## src/rtl/decode_stage_if.sv

```systemverilog
// Fetch, writeback, register-file read and execute-side signals of the RV32I decode stage.
// The master side drives the instruction and writeback. The slave side is the decoder.
interface decode_stage_if;
  logic        in_valid;
  logic        in_ready;
  logic [31:0] instr;
  logic [31:0] pc;
  logic [4:0]  readReg1;
  logic [4:0]  readReg2;
  logic        wb_valid;
  logic [4:0]  wb_rd;
  logic        out_valid;
  logic        out_ready;
  logic [31:0] out_pc;
  logic [31:0] out_imm;
  logic [4:0]  out_rd;
  logic        out_we;
  logic [2:0]  out_funct3;
  logic        out_f7b5;
  logic [3:0]  out_class;
  logic        out_illegal;

  modport master (
    output in_valid, instr, pc, wb_valid, wb_rd, out_ready,
    input  in_ready, readReg1, readReg2, out_valid, out_pc, out_imm, out_rd,
           out_we, out_funct3, out_f7b5, out_class, out_illegal
  );

  modport slave (
    input  in_valid, instr, pc, wb_valid, wb_rd, out_ready,
    output in_ready, readReg1, readReg2, out_valid, out_pc, out_imm, out_rd,
           out_we, out_funct3, out_f7b5, out_class, out_illegal
  );
endinterface

```

## src/rtl/decode_stage.sv

```systemverilog
// RV32I decode stage. It holds one decoded instruction for execute and stalls on a register scoreboard.
// Register-file read addresses follow the instruction that is accepted, so operand data lines up with out_valid.
module decode_stage (
  input  logic          clk,
  input  logic          rst,
  decode_stage_if.slave bus
);

  typedef enum logic [3:0] {
    CLS_R      = 4'd0,
    CLS_I      = 4'd1,
    CLS_LOAD   = 4'd2,
    CLS_STORE  = 4'd3,
    CLS_BRANCH = 4'd4,
    CLS_LUI    = 4'd5,
    CLS_AUIPC  = 4'd6,
    CLS_JAL    = 4'd7,
    CLS_JALR   = 4'd8
  } cls_e;

  typedef struct packed {
    logic [31:0] pc;
    logic [31:0] imm;
    logic [4:0]  rd;
    logic        we;
    logic [2:0]  funct3;
    logic        f7b5;
    cls_e        cls;
    logic        illegal;
    logic [4:0]  rs1;
    logic [4:0]  rs2;
  } held_t;

  localparam logic [6:0] OP_R      = 7'b0110011;
  localparam logic [6:0] OP_IMM    = 7'b0010011;
  localparam logic [6:0] OP_LOAD   = 7'b0000011;
  localparam logic [6:0] OP_STORE  = 7'b0100011;
  localparam logic [6:0] OP_BRANCH = 7'b1100011;
  localparam logic [6:0] OP_LUI    = 7'b0110111;
  localparam logic [6:0] OP_AUIPC  = 7'b0010111;
  localparam logic [6:0] OP_JAL    = 7'b1101111;
  localparam logic [6:0] OP_JALR   = 7'b1100111;

  logic [31:0] ins;
  logic [4:0]  rs1, rs2, rd;
  cls_e        cls;
  logic        illegal, use_rs1, use_rs2, use_rd, we_new, hazard, accept;
  logic [31:0] imm;
  logic [31:0] pending_q, pending_d;
  logic        out_valid_q, out_valid_d;
  held_t       held_q, held_d;

  assign ins = bus.instr;
  assign rs1 = ins[19:15];
  assign rs2 = ins[24:20];
  assign rd  = ins[11:7];

  always_comb begin
    // NOTE: every output of this block gets a value before the case, so no path infers a latch.
    cls     = CLS_R;
    illegal = 1'b0;
    use_rs1 = 1'b0;
    use_rs2 = 1'b0;
    use_rd  = 1'b0;
    imm     = '0;
    case (ins[6:0])
      OP_R:      begin cls = CLS_R;      use_rs1 = 1'b1; use_rs2 = 1'b1; use_rd = 1'b1; end
      OP_IMM:    begin cls = CLS_I;      use_rs1 = 1'b1; use_rd = 1'b1;
                       imm = {{20{ins[31]}}, ins[31:20]}; end
      OP_LOAD:   begin cls = CLS_LOAD;   use_rs1 = 1'b1; use_rd = 1'b1;
                       imm = {{20{ins[31]}}, ins[31:20]}; end
      OP_STORE:  begin cls = CLS_STORE;  use_rs1 = 1'b1; use_rs2 = 1'b1;
                       imm = {{20{ins[31]}}, ins[31:25], ins[11:7]}; end
      OP_BRANCH: begin cls = CLS_BRANCH; use_rs1 = 1'b1; use_rs2 = 1'b1;
                       imm = {{19{ins[31]}}, ins[31], ins[7], ins[30:25], ins[11:8], 1'b0}; end
      OP_LUI:    begin cls = CLS_LUI;    use_rd = 1'b1; imm = {ins[31:12], 12'b0}; end
      OP_AUIPC:  begin cls = CLS_AUIPC;  use_rd = 1'b1; imm = {ins[31:12], 12'b0}; end
      OP_JAL:    begin cls = CLS_JAL;    use_rd = 1'b1;
                       imm = {{11{ins[31]}}, ins[31], ins[19:12], ins[20], ins[30:21], 1'b0}; end
      OP_JALR:   begin cls = CLS_JALR;   use_rs1 = 1'b1; use_rd = 1'b1;
                       imm = {{20{ins[31]}}, ins[31:20]}; end
      default:   illegal = 1'b1;
    endcase
  end

  // The registered scoreboard is read here, so a writeback frees the stall one cycle later.
  assign hazard = (use_rs1 && rs1 != 5'd0 && pending_q[rs1]) ||
                  (use_rs2 && rs2 != 5'd0 && pending_q[rs2]) ||
                  (use_rd  && rd  != 5'd0 && pending_q[rd]);

  assign bus.in_ready = !rst && (!out_valid_q || bus.out_ready) && !hazard;
  assign accept       = bus.in_valid && bus.in_ready;
  assign we_new       = use_rd && (rd != 5'd0);

  always_comb begin
    pending_d = pending_q;
    if (bus.wb_valid) pending_d[bus.wb_rd] = 1'b0;
    if (accept && we_new) pending_d[rd] = 1'b1;
    pending_d[0] = 1'b0;
  end

  always_comb begin
    held_d      = held_q;
    out_valid_d = out_valid_q;
    if (accept) begin
      out_valid_d    = 1'b1;
      held_d.pc      = bus.pc;
      held_d.imm     = imm;
      held_d.rd      = rd;
      held_d.we      = we_new;
      held_d.funct3  = ins[14:12];
      held_d.f7b5    = ins[30];
      held_d.cls     = cls;
      held_d.illegal = illegal;
      held_d.rs1     = rs1;
      held_d.rs2     = rs2;
    end else if (bus.out_ready) begin
      out_valid_d = 1'b0;
    end
  end

  // NOTE: the reset is synchronous, so it sits inside the clocked block and is not in the sensitivity list.
  always_ff @(posedge clk) begin
    if (rst) begin
      out_valid_q <= 1'b0;
      held_q      <= '0;
      pending_q   <= '0;
    end else begin
      out_valid_q <= out_valid_d;
      held_q      <= held_d;
      pending_q   <= pending_d;
    end
  end

  assign bus.readReg1    = accept ? rs1 : held_q.rs1;
  assign bus.readReg2    = accept ? rs2 : held_q.rs2;
  assign bus.out_valid   = out_valid_q;
  assign bus.out_pc      = held_q.pc;
  assign bus.out_imm     = held_q.imm;
  assign bus.out_rd      = held_q.rd;
  assign bus.out_we      = held_q.we;
  assign bus.out_funct3  = held_q.funct3;
  assign bus.out_f7b5    = held_q.f7b5;
  assign bus.out_class   = held_q.cls;
  assign bus.out_illegal = held_q.illegal;

endmodule

```

## src/flat_wrapper.sv

```systemverilog
// flat-port wrapper written by rule: the top's interface ports become plain ports
module decode_stage_flat 
  (clk, rst, bus_in_valid, bus_instr, bus_pc, bus_wb_valid, bus_wb_rd, bus_out_ready, bus_in_ready, bus_readReg1, bus_readReg2, bus_out_valid, bus_out_pc, bus_out_imm, bus_out_rd, bus_out_we, bus_out_funct3, bus_out_f7b5, bus_out_class, bus_out_illegal);
  decode_stage_if bus_i ();
  input  logic clk;
  input  logic rst;
  input wire logic [$bits(bus_i.in_valid)-1:0] bus_in_valid;
  input wire logic [$bits(bus_i.instr)-1:0] bus_instr;
  input wire logic [$bits(bus_i.pc)-1:0] bus_pc;
  input wire logic [$bits(bus_i.wb_valid)-1:0] bus_wb_valid;
  input wire logic [$bits(bus_i.wb_rd)-1:0] bus_wb_rd;
  input wire logic [$bits(bus_i.out_ready)-1:0] bus_out_ready;
  output wire logic [$bits(bus_i.in_ready)-1:0] bus_in_ready;
  output wire logic [$bits(bus_i.readReg1)-1:0] bus_readReg1;
  output wire logic [$bits(bus_i.readReg2)-1:0] bus_readReg2;
  output wire logic [$bits(bus_i.out_valid)-1:0] bus_out_valid;
  output wire logic [$bits(bus_i.out_pc)-1:0] bus_out_pc;
  output wire logic [$bits(bus_i.out_imm)-1:0] bus_out_imm;
  output wire logic [$bits(bus_i.out_rd)-1:0] bus_out_rd;
  output wire logic [$bits(bus_i.out_we)-1:0] bus_out_we;
  output wire logic [$bits(bus_i.out_funct3)-1:0] bus_out_funct3;
  output wire logic [$bits(bus_i.out_f7b5)-1:0] bus_out_f7b5;
  output wire logic [$bits(bus_i.out_class)-1:0] bus_out_class;
  output wire logic [$bits(bus_i.out_illegal)-1:0] bus_out_illegal;
  assign bus_i.in_valid = bus_in_valid;
  assign bus_i.instr = bus_instr;
  assign bus_i.pc = bus_pc;
  assign bus_i.wb_valid = bus_wb_valid;
  assign bus_i.wb_rd = bus_wb_rd;
  assign bus_i.out_ready = bus_out_ready;
  assign bus_in_ready = bus_i.in_ready;
  assign bus_readReg1 = bus_i.readReg1;
  assign bus_readReg2 = bus_i.readReg2;
  assign bus_out_valid = bus_i.out_valid;
  assign bus_out_pc = bus_i.out_pc;
  assign bus_out_imm = bus_i.out_imm;
  assign bus_out_rd = bus_i.out_rd;
  assign bus_out_we = bus_i.out_we;
  assign bus_out_funct3 = bus_i.out_funct3;
  assign bus_out_f7b5 = bus_i.out_f7b5;
  assign bus_out_class = bus_i.out_class;
  assign bus_out_illegal = bus_i.out_illegal;
  decode_stage u_core (.clk(clk), .rst(rst), .bus(bus_i));
endmodule
```

## config.mk

```make
export PLATFORM = sky130hd
export DESIGN_NAME = decode_stage_flat
export DESIGN_NICKNAME = d
export VERILOG_FILES = /design/src/rtl/decode_stage_if.sv /design/src/rtl/decode_stage.sv /design/src/flat_wrapper.sv
export SDC_FILE = /design/constraint.sdc
export NUM_CORES = 1
export LEC_CHECK = 0
export CAP_MARGIN = 20
export CORE_MARGIN = 2
export CORE_UTILIZATION = 45
export DETAILED_ROUTE_END_ITERATION = 16
export GPL_TIMING_DRIVEN = 0
export PLACE_DENSITY = 0.86
export RECOVER_POWER = 25
export SYNTH_ARGS = -nofsm -noshare
export SYNTH_HDL_FRONTEND = slang
export SYNTH_SLANG_ARGS = --single-unit
```

## constraint.sdc

```tcl
create_clock -name clk -period 3.2 [get_ports clk]
set_input_delay 0.32 -clock clk [delete_from_list [all_inputs] [get_ports clk]]
set_output_delay 0.32 -clock clk [all_outputs]
set_load 0.005 [all_outputs]
```

==> results of run 1 <==
[layout make-up]
type / count / area (um2) / share of cell area
Buffer: 132 / 888 / 0.0887
Clock buffer: 18 / 439 / 0.0438
Clock inverter: 14 / 146 / 0.0146
Inverter: 7 / 26.3 / 0.00262
Multi-Input combinational cell: 516 / 4070 / 0.406
Sequential cell: 121 / 2430 / 0.242
Tap cell: 216 / 270 / 0.0270
Timing Repair Buffer: 174 / 1750 / 0.175
[what timing repair did]
action / in CTS / in global routing
gates resized for setup: 88 / 17
setup buffers: 10 / 4
pin swaps: 4 / 2
gates cloned: 1 / 0
hold buffers: 0 / 0
endpoints found under the setup margin: 102 / 51
[report_power, final]
group / switching, mW / internal, mW
combinational: 0.309 / 0.434
sequential: 0.0312 / 1.57
clock: 0.748 / 1.17
total: 1.09 / 3.17
[cell families after synthesis]
logic type                Yosys count
AOI/OAI and AO/OA                 121
xor gates and xnor gates            1
buffers and inverters             142
DFF                               121
muxes                             128
and+or+nand+nor                   266
[stage by stage]
step,setup TNS (ps),worst slack (ps),power [mW],hold WS (ps),util
after detailed placement,-79040,-1380,2.34,467,0.578
final,-1950,-284,4.26,404,0.631
after global routing,-2900,-374,4.39,426,0.631
after global placement,-82100,-1410,2.32,459,0.577
after CTS,-901,-179,4.27,386,0.627
after floorplan,0,140,2.01,445,-
[cell usage after synthesis, types with 3 or more instances]
master,instances
a311oi_1,3
nand2b_1,41
and2_1,3
inv_1,7
and3_1,7
nor3b_1,11
nand3b_1,25
o21ai_0,54
nor2_1,18
a211oi_1,3
mux2i_1,50
mux2_4,45
buf_4,76
buf_2,6
mux2_2,13
and3b_1,6
nand2_1,25
nor3_1,6
mux4_2,14
a22oi_1,9
dfxtp_1,121
buf_6,7
a21oi_1,29
nand3_1,38
clkbuf_1,44
a211o_1,3
a221oi_1,4
nor2b_1,72
mux2_1,6
[registers in the layout, summed over array words and instances, names as in the netlist]
register                count
u_core.bus.out_pc          32
u_core.bus.out_f7b5         1
u_core.bus.out_valid        1
u_core.held_q              10
u_core.bus.out_we           1
u_core.bus.out_funct3       3
u_core.bus.out_class        4
u_core.pending_q           31
u_core.bus.out_imm         32
u_core.bus.out_rd           5
u_core.bus.out_illegal      1
[routing by layer]
layer	routed length, um	part of all wire
met1	9210	0.41
met2	10700	0.48
met3	2040	0.091
met4	546	0.024
met5	0	0
[how the worst max path moves through the flow]
stage | start | to | slack [ps]
after floorplan | bus_instr[20] | bus_readReg1[4] | 140
after global placement | bus_instr[10] | bus_readReg1[4] | -1410
after detailed placement | bus_instr[10] | bus_readReg1[4] | -1380
after CTS | u_core.pending_q[29] | bus_readReg1[2] | -180
after global routing | u_core.pending_q[29] | bus_readReg1[2] | -370
final | u_core.pending_q[13] | bus_readReg1[2] | -280
[worst register-to-register path: stages, from the launching register on]
cell	delay, ps
dfxtp_2	350
mux4_2	490
a22o_1	190
o311a_1	380
a2111oi_2	280
nand4_1	200
buf_6	190
buf_12	130
buf_4	130
buf_4	170
buf_6	170
mux2_1	310
==> metrics.md, run 1 <==
| Metric | Value |
|---|---|
| Status | `finished, violations left` |
| Failing checks | `negative setup slack` |
| Worst Setup Start Kind | `register` |
| Most common library cell in the layout ignoring fill and taps | `dfxtp_1` |
| Yosys warning total | `0` |
| Post-DP HPWL | `16.2 mm` |
| Worst Hold Depth | `3` |
| Compound-gate portion of the synthesized area | `0.0985` |
| Number of maximum-capacitance violations | `0` |
| Total nets after synthesis | `853` |
| Wire length per cell | `18.8 um` |
| Number of setup violations in the final report | `10` |
| Post-synthesis register bit count | `121` |
| Met3 track utilization from global routing | `0.0687` |
| Final std cells w/o fill | `1198` |
| Multiplexer share of the synthesized area | `0.233` |
| Iteration-0 DRC Markers | `649` |
| Final #Nets | `1043` |
| GRT Resource Usage Total | `0.261` |
| Peak per-stage delay on the critical path | `490 ps` |
| Part of the Yosys area used for sequential elements | `0.331` |
| Global-route wire length before repair | `35.7 mm` |
| Class of the tightest hold or removal check | `input pin to register` |
| Clk_skew | `9.47 ps` |
| Proportion of register bits with asynchronous set or reset after synthesis | `0` |
| Cells taking the most area after synthesis | `dfxtp_1 (33%), mux2_4 (9.2%), buf_4 (7.8%)` |
| Power density over the cells | `425 nW/um2` |
| Commonest register cell after synthesis | `dfxtp_1` |
| Via count of the first global-routing pass | `6518` |
| Final Slew Violations | `0` |
| Post-synthesis xor/xnor area fraction | `0.00120` |
| Worst-path fanout max | `4` |
| Met1 capacity usage during global routing | `0.326` |
| Length in cells of the worst reg-to-reg path | `11` |
| Reg clk slew, reported paths | `60 ps` |
| Number of buffers inserted during clock tree synthesis | `17` |
| Post-DR vias/cell | `5.51` |
| Critical path's top delay family | `compound AO/OA/AOI/OAI gates` |
| Setup repair after global routing missed its margin | `yes` |
| Number of distinct library cell variants in the gate-level netlist after synthesis | `53` |
| CORE AREA | `15900 um2` |
| Count of pins on the block boundary | `165` |
| Worst hold path endpoint | `u_core.held_q[8]` |
| Count of flip-flops with a built-in enable after synthesis | `0` |
| Final count of hold timing violations | `0` |
| Crit path required time | `2880 ps` |
| Cell with the largest stage delay on the worst path | `mux4_2` |
| Layout fillers | `1317` |
| Headroom to the max-slew limit | `0.294` |
| GR Util met2 | `0.432` |
| Number of clock sinks | `121` |
| R2R Setup Slk | `90 ps` |
| Area added between synthesis and finish | `36.9%` |
| Fmax | `287 MHz` |
| Die width | `132 um` |
| Post-synthesis share of cell area spent on and, or, nand and nor gates | `0.216` |
| Crit Reg-Reg Endpoint | `u_core.bus.out_pc[28]` |
| Count of nets left with antenna violations after detail routing | `0` |
| WP depth | `10` |
| Post-placement cell count | `1155` |
| Number of instances in the synthesized netlist | `779` |
| Classification of the worst setup path | `register to output port` |
| Final design area excluding fillers | `10000 um2` |
| # diodes | `0` |
| GRT Max-Usage Layer | `met2` |
| Hold Crit Start | `bus_instr[18]` |
| Buffers plus inverters on the worst setup path | `4` |
| Launch point of the worst reg-to-reg path | `u_core.pending_q[13]` |
| Combinational family with the most area after synthesis | `multiplexers` |
| Insertion delay to the later sink of the worst-skew pair | `420 ps` |
| List of cells traversed by the critical path | `mux4_2 > a22o_1 > o311a_1 > a2111oi_2 > nand4_1 > buf_6 > buf_12 > buf_12 > mux2_4 > buf_6` |
| Residual overflow from global routing | `0` |
| Initial antenna violation count | `0` |
| Die footprint | `17300 um2` |
| Final worst-path cycle share | `1.09` |
| Min Tclk post-route | `3480 ps` |
| Detailed-route DRC error count | `0` |
| Depth of the CTS H-tree | `4` |
| Most frequent cells in the layout | `dfxtp_1 (116), clkdlybuf4s50_1 (95), buf_4 (90)` |
| Cell area after synthesis | `7320 um2` |
| Initial Utilization | `0.461` |
| Die outline height | `132 um` |
| Max VDD drop | `0.000371 V` |
| Mean area per synthesized cell | `9.39 um2` |
| Total wire length | `22.5 mm` |
| Pin count of the biggest net entering global routing | `17` |
| Post-synthesis cell type with the largest combined area | `dfxtp_1` |
| Area share of the leading cell type in the synthesized netlist | `0.331` |
| Vias post-DR | `6602` |
| Clock buffer depth | `2` |
| CP endpoint kind | `output port` |
| Total number of placement rows | `46` |
| Adder-cell area share of the yosys netlist | `0` |
| Root buf cell | `clkbuf_16` |
| Leakage power | `4.29 nW` |
| Data arrival time at the worst-slack endpoint | `3160 ps` |
| Setup ws final | `-284 ps` |
| IO Port Bufs | `158` |
| 1st-pass router iterations | `5` |
| Cell Area, Placed | `9180 um2` |
| TritonCTS clock tree | `built` |
| Final Wtd Congestion | `0.959` |
| Transition at the pin with the smallest max-transition slack | `1050 ps` |
| Share of final-layout standard cells stronger than drive strength 1 | `0.253` |
No activity file was read; power rests on OpenSTA's default activity.
==> run 2: changes to the inputs <==
ABC_CLOCK_PERIOD_IN_PS = 3200   (was default)
==> results of run 2 <==
The final DEF is identical to that of run 1; final timing and power are the same.
